$ cat config.mk
export PLATFORM = sky130hd
export DESIGN_NAME = axis_video_pattern_gen
export DESIGN_NICKNAME = d
export VERILOG_FILES = /design/src/rtl/video_pkg.sv /design/src/rtl/video_pattern_pixel.sv /design/src/rtl/axis_video_pattern_gen.sv
export SDC_FILE = /design/constraint.sdc
export NUM_CORES = 1
export LEC_CHECK = 0
export ABC_AREA = 0
export CAP_MARGIN = 20
export CORE_MARGIN = 2
export CORE_UTILIZATION = 45
export CTS_CLUSTER_SIZE = 40
export DETAILED_ROUTE_END_ITERATION = 10
export GPL_TIMING_DRIVEN = 0
export PLACE_DENSITY = 0.66
export REMOVE_ABC_BUFFERS = 1
export SYNTH_ARGS = -nofsm -noshare
export SYNTH_HDL_FRONTEND = slang
export SYNTH_HIERARCHICAL = 1
export SYNTH_SLANG_ARGS = --single-unit
$ cat constraint.sdc
create_clock -name aclk -period 6 [get_ports aclk]
set_input_delay 1.2 -clock aclk [delete_from_list [all_inputs] [get_ports aclk]]
set_output_delay 1.2 -clock aclk [all_outputs]
set_load 0.05 [all_outputs]
$ cat src/rtl/video_pkg.sv
// video_pkg: shared encodings, bar colours and sizing helper for the video pattern generator.
package video_pkg;
  typedef enum logic [1:0] {MODE_SOLID, MODE_GRADIENT, MODE_BARS, MODE_CHECKER} mode_e;
  typedef enum logic [1:0] {S_IDLE, S_ACTIVE, S_HBLANK} state_e;
  localparam logic [23:0] C_WHITE   = 24'hFFFFFF;
  localparam logic [23:0] C_YELLOW  = 24'hFFFF00;
  localparam logic [23:0] C_CYAN    = 24'h00FFFF;
  localparam logic [23:0] C_GREEN   = 24'h00FF00;
  localparam logic [23:0] C_MAGENTA = 24'hFF00FF;
  localparam logic [23:0] C_RED     = 24'hFF0000;
  localparam logic [23:0] C_BLUE    = 24'h0000FF;
  localparam logic [23:0] C_BLACK   = 24'h000000;
  function automatic logic [23:0] bar_color(input logic [2:0] b);
    case (b)
      3'd0: return C_WHITE;
      3'd1: return C_YELLOW;
      3'd2: return C_CYAN;
      3'd3: return C_GREEN;
      3'd4: return C_MAGENTA;
      3'd5: return C_RED;
      3'd6: return C_BLUE;
      default: return C_BLACK;
    endcase
  endfunction
  // Counter width that stays at least one bit for degenerate sizes.
  function automatic int cnt_w(input int n);
    return n > 1 ? $clog2(n) : 1;
  endfunction
endpackage

$ cat src/rtl/video_pattern_pixel.sv
// video_pattern_pixel: combinational pixel value for a given mode, position and solid colour.
module video_pattern_pixel
  import video_pkg::*;
#(
  parameter int DW = 24,
  parameter int W  = 640,
  parameter int XW = 10,
  parameter int YW = 9
) (
  input  mode_e          mode,
  input  logic [XW-1:0]  x,
  input  logic [YW-1:0]  y,
  input  logic [DW-1:0]  solid_color,
  output logic [DW-1:0]  pixel
);
  logic [7:0] x8, y8;
  logic [2:0] bar;
  assign x8 = 8'(x);
  assign y8 = 8'(y);
  assign bar = 3'((32'(x) << 3) / 32'(W));
  always_comb pixel = mode == MODE_SOLID    ? solid_color :
                      mode == MODE_GRADIENT ? DW'({x8, y8, 8'(x8 + y8)}) :
                      mode == MODE_BARS     ? DW'(bar_color(bar)) :
                      DW'((x8[3] ^ y8[3]) ? C_WHITE : C_BLACK);
endmodule

$ cat src/rtl/axis_video_pattern_gen.sv
// axis_video_pattern_gen: AXI4-Stream test pattern source with line blanking and frame counting.
module axis_video_pattern_gen
  import video_pkg::*;
#(
  parameter int IMAGE_WIDTH      = 640,
  parameter int IMAGE_HEIGHT     = 480,
  parameter int AXIS_TDATA_WIDTH = 24,
  parameter int H_BLANK          = 0
) (
  input  logic                        aclk,
  input  logic                        areset,
  input  logic                        start,
  input  logic                        continuous,
  input  logic [1:0]                  mode,
  input  logic [AXIS_TDATA_WIDTH-1:0] solid_color,
  output logic [AXIS_TDATA_WIDTH-1:0] m_axis_tdata,
  output logic                        m_axis_tvalid,
  input  logic                        m_axis_tready,
  output logic                        m_axis_tlast,
  output logic                        m_axis_tuser,
  output logic                        busy,
  output logic                        frame_done,
  output logic [15:0]                 frame_count
);
  localparam int XW = cnt_w(IMAGE_WIDTH);
  localparam int YW = cnt_w(IMAGE_HEIGHT);
  localparam int BW = cnt_w(H_BLANK);
  localparam int DW = AXIS_TDATA_WIDTH;
  state_e        state, state_n;
  logic [XW-1:0] x, x_n;
  logic [YW-1:0] y, y_n;
  mode_e         mode_r, mode_n;
  logic [DW-1:0] color_r, color_n, pix;
  logic [BW-1:0] blank, blank_n;
  logic          hs, line_end, frame_end;
  assign hs            = state == S_ACTIVE && m_axis_tready;
  assign line_end      = hs && x == XW'(IMAGE_WIDTH - 1);
  assign frame_end     = line_end && y == YW'(IMAGE_HEIGHT - 1);
  assign m_axis_tvalid = state == S_ACTIVE;
  assign busy          = state != S_IDLE;
  always_comb begin
    state_n = state;
    x_n     = x;
    y_n     = y;
    mode_n  = mode_r;
    color_n = color_r;
    blank_n = blank;
    case (state)
      S_IDLE: if (start) begin
        state_n = S_ACTIVE;
        x_n     = '0;
        y_n     = '0;
        mode_n  = mode_e'(mode);
        color_n = solid_color;
      end
      S_ACTIVE: if (frame_end) begin
        x_n     = '0;
        y_n     = '0;
        state_n = continuous ? S_ACTIVE : S_IDLE;
        mode_n  = continuous ? mode_e'(mode) : mode_r;
        color_n = continuous ? solid_color : color_r;
      end else if (line_end) begin
        x_n     = '0;
        y_n     = y + 1'b1;
        blank_n = '0;
        state_n = H_BLANK > 0 ? S_HBLANK : S_ACTIVE;
      end else if (hs) x_n = x + 1'b1;
      S_HBLANK: begin
        blank_n = blank + 1'b1;
        state_n = blank == BW'(H_BLANK - 1) ? S_ACTIVE : S_HBLANK;
      end
      default: state_n = S_IDLE;
    endcase
  end
  // Pixel is computed from the next position so registered outputs line up with tvalid.
  video_pattern_pixel #(.DW(DW), .W(IMAGE_WIDTH), .XW(XW), .YW(YW)) u_pixel (
    .mode        (mode_n),
    .x           (x_n),
    .y           (y_n),
    .solid_color (color_n),
    .pixel       (pix)
  );
  always_ff @(posedge aclk) begin
    if (areset) begin
      state        <= S_IDLE;
      x            <= '0;
      y            <= '0;
      mode_r       <= MODE_SOLID;
      color_r      <= '0;
      blank        <= '0;
      m_axis_tdata <= '0;
      m_axis_tlast <= 1'b0;
      m_axis_tuser <= 1'b0;
      frame_done   <= 1'b0;
      frame_count  <= '0;
    end else begin
      state        <= state_n;
      x            <= x_n;
      y            <= y_n;
      mode_r       <= mode_n;
      color_r      <= color_n;
      blank        <= blank_n;
      m_axis_tdata <= state_n == S_IDLE ? '0 : pix;
      m_axis_tlast <= state_n != S_IDLE && x_n == XW'(IMAGE_WIDTH - 1);
      m_axis_tuser <= state_n != S_IDLE && x_n == '0 && y_n == '0;
      frame_done   <= frame_end;
      frame_count  <= frame_count + 16'(frame_end);
    end
  end
endmodule

==> results of run 1 <==
## cell usage in the layout, fill, tap and decap left out, drive strengths merged, types with 6 or more instances in the layout
cell             n
o211ai           7
nor2            53
o31ai            6
nand2b           8
and2            28
a21oi           52
inv             25
nor2b           18
xor2             8
a211oi          12
mux2i           31
nor3            10
dfxtp           91
o21ai           70
clkbuf           9
or2             31
ha              16
xnor2            6
nand4           12
clkdlybuf4s50   73
buf              8
nand2          117
or3              8
o21ba           25
nand3           21
## how the worst min path moves through the flow
stage,startpoint,to,cells past startpoint
6_report,frame_count[9]$_SDFF_PP0_,frame_count[9]$_SDFF_PP0_,2
5_1_grt,frame_count[9]$_SDFF_PP0_,frame_count[9]$_SDFF_PP0_,2
4_1_cts,frame_count[9]$_SDFF_PP0_,frame_count[9]$_SDFF_PP0_,2
3_5_place_dp,frame_count[9]$_SDFF_PP0_,frame_count[9]$_SDFF_PP0_,2
3_3_place_gp,frame_count[9]$_SDFF_PP0_,frame_count[9]$_SDFF_PP0_,2
2_1_floorplan,state[1]$_SDFF_PP0_,state[1]$_SDFF_PP0_,2
## registers in the layout (all words and copies together) (netlist names)
register      cells
color_r          24
blank             1
x                10
state             2
frame_count      16
y                 9
m_axis_tuser      1
m_axis_tlast      1
m_axis_tdata     24
frame_done        1
mode_r            2
## routing by layer
layer | vias to the layer above | GRT usage | wire length (um)
met5 | - | 0 | 0
met4 | 0 | 0.103 | 445
met3 | 33 | 0.0412 | 754
met2 | 168 | 0.388 | 7770
met1 | 2645 | 0.289 | 7290
li1 | 2776 | - | -
## power groups by stage
stage               Clock [mW]  Sequential (mW)  Combinational [mW]
finish                   0.639            0.662               0.414
global placement             0            0.673               0.396
detailed placement           0            0.675               0.410
global route             0.682            0.665               0.447
CTS                      0.653            0.662               0.412
floorplan                    0            0.742               0.197
## critical path: cells and delay by family
kind            cells  cell delay [ps]
buf+inv             3             1130
simple gates        6             2410
compound gates      4             1210
## timing repair
item | CTS | global route
gates resized for setup | 0 | 1
setup buffers | 0 | 0
setup endpoints to repair | 0 | 5
## stage by stage
step,instances,utilization,area [sq um],hold slack (ps)
finish,992,0.546,7150,520
global route,992,0.546,7150,558
global placement,972,0.513,6720,489
floorplan,721,-,5750,485
detailed placement,977,0.519,6800,502
CTS,991,0.544,7120,516
## layout make-up
type,instances,area [sq um]
flip-flops and latches,91,1820
inverters,25,93.8
clock buffers,9,225
clock inverters,5,104
well taps,176,220
fillers,1195,5940
repair buffers,81,841
multi-input cells,605,3840
==> run summary, run 1 <==
The peak fanout along the critical path came out at 25. The power spent charging and discharging nets is 0.508 mW. The number of buffers added by the clock tree synthesis step is 9. The die covers 14200 sq um. The synthesized area per cell is 7.80 sq um.

The remaining global-route overflow is 0. The critical path's slowest cell is sky130_fd_sc_hd__and4_1. The initial antenna violation count is 0.

The max-slew violation count is 0. The first routing iteration left 429 violations. Before CTS, the worst setup slack after placement is -192 ps. The half-perimeter wire length after placement came out at 11.2 mm. The global-route wire length before repair came out at 26.3 mm. The arrival time at the worst endpoint came out at 5990 ps. The detail route stage leaves a number of antenna-violating nets equal to 0. The path class of the tightest hold or removal check is reg -> reg. During placement, the flow inserted port buffers numbering 75. The launching point of the worst reg2reg path is x[0]$_SDFF_PP0_. The area of the core region is 13100 sq um. VDD sags by at most 0.148 mV.

STA classifies the critical path startpoint as an input port. The power after layout came out at 1.72 mW. The worst slew slack as a fraction of its limit is 0.340.

The number of top-level pins came out at 76. The final critical-path required period came out at 5750 ps. The number of core rows came out at 42. Across all register-to-register paths, the minimum setup slack is 1160 ps. The total negative setup slack is 0 ps.

The highest achievable clock rate came out at 0.174 GHz. The share of total power dissipated in sequential elements is 0.386. The leakage power of the design came out at 2.86 nW. The total vias in the final route is 5622.

The final layout contains routed wiring with a total length of 16.3 mm. The post-detailed-route via-to-cell ratio is 5.67. The longest clock path from root to sink contains 2 buffers. The root cell of the clock tree is sky130_fd_sc_hd__clkbuf_16. Setup violations remaining at the end of the flow were counted as 0. In the final layout, the share of cells above drive strength 1 is 0.0723.

The clock input transition at the sequential cells of the worst setup and hold paths is 60 ps. In this run the critical register-to-register path is captured at m_axis_tdata[9]$_SDFF_PP0_. The logic gate share of total power came out at 0.241.

The count of cells along the worst register-to-register path came out at 13. The worst-margin pin slew came out at 989 ps. Across all setup checks in the final design, the least slack found is 251 ps. The clock net in this run drives a total of 91 sinks. The final layout contains 861 nets. The initial utilization of the core area, before any placement, comes to 0.455. The max capacitance violation total came out at 0. The data required time of the critical path is 6240 ps. The die boundary width is 119 um.

The number of inserted diodes came out at 0. The total internal power is 1.21 mW. The area growth from synthesis to layout is 20.0%. The largest stage delay on the critical path came out at 730 ps. The flow ran to the end, and the final reports show no timing, DRC or antenna violations.

The number of synthesis warnings is 6. The first detailed-routing pass took 5 iterations. The startpoint of the worst setup timing path is m_axis_tready. Dividing total power by cell area gives a power density of 240 nW/um^2.

The critical path ends at m_axis_tdata[9]$_SDFF_PP0_. The hold violation count in the final report came out at 0. The critical path in this run is classified as in -> reg. The DRC violation count after routing came out at 0.

The mapped netlist covers 5950 sq um. Setup repair after global routing left no endpoint under its margin. The number of global-route vias before repair is 5429.

After technology mapping, the gate count stands at 763. The largest net degree at the start of global routing came out at 41. The aggregate global-route resource usage came out at 0.231. STA classifies the critical path endpoint as a flip-flop. The critical path goes through clkdlybuf4s50_1 > nand4_2 > nor3_4 > and4_1 > buf_8 > nand2_1 > a21oi_1 > or2_2 > inv_1 > o31ai_2 > o21ai_0 > o21a_1 > and2_1.

The worst-case clock skew came out at 8.96 ps. The CTS tree is built. Routability-driven placement finished with a final weighted congestion of 0.827. The part of the cycle the worst path needs is 0.958.

After detailed routing, the average wire length per cell comes to 16.4 um. The net switching share of the total power is 0.296. The clock latency at the later pin of the worst-skew pair is 350 ps. The number of buffers inserted for hold repair after clock tree synthesis is 0. The number of levels in the clock H-tree came out at 3. The y dimension of the die is 119 um. The share of total power dissipated in the clock network is 0.373.
Power figures use the tool's default switching activity.
==> inputs of run 2 (changes only) <==
--- a/config.mk
+++ b/config.mk
@@ -11,6 +11,7 @@
 export CORE_UTILIZATION = 45
 export CTS_CLUSTER_SIZE = 40
 export DETAILED_ROUTE_END_ITERATION = 10
+export GPL_ROUTABILITY_DRIVEN = 0
 export GPL_TIMING_DRIVEN = 0
 export PLACE_DENSITY = 0.66
 export REMOVE_ABC_BUFFERS = 1
==> results of run 2 <==
Same layout as run 1: the final DEF is identical, and so are final timing and power.
==> inputs of run 3 (changes only) <==
--- a/config.mk
+++ b/config.mk
@@ -5,13 +5,12 @@
 export SDC_FILE = /design/constraint.sdc
 export NUM_CORES = 1
 export LEC_CHECK = 0
-export ABC_AREA = 0
 export CAP_MARGIN = 20
 export CORE_MARGIN = 2
 export CORE_UTILIZATION = 45
 export CTS_CLUSTER_SIZE = 40
 export DETAILED_ROUTE_END_ITERATION = 10
-export GPL_ROUTABILITY_DRIVEN = 0
+export GPL_ROUTABILITY_DRIVEN = 1
 export GPL_TIMING_DRIVEN = 0
 export PLACE_DENSITY = 0.66
 export REMOVE_ABC_BUFFERS = 1
==> results of run 3 <==
Same layout as run 1: the final DEF is identical, and so are final timing and power.
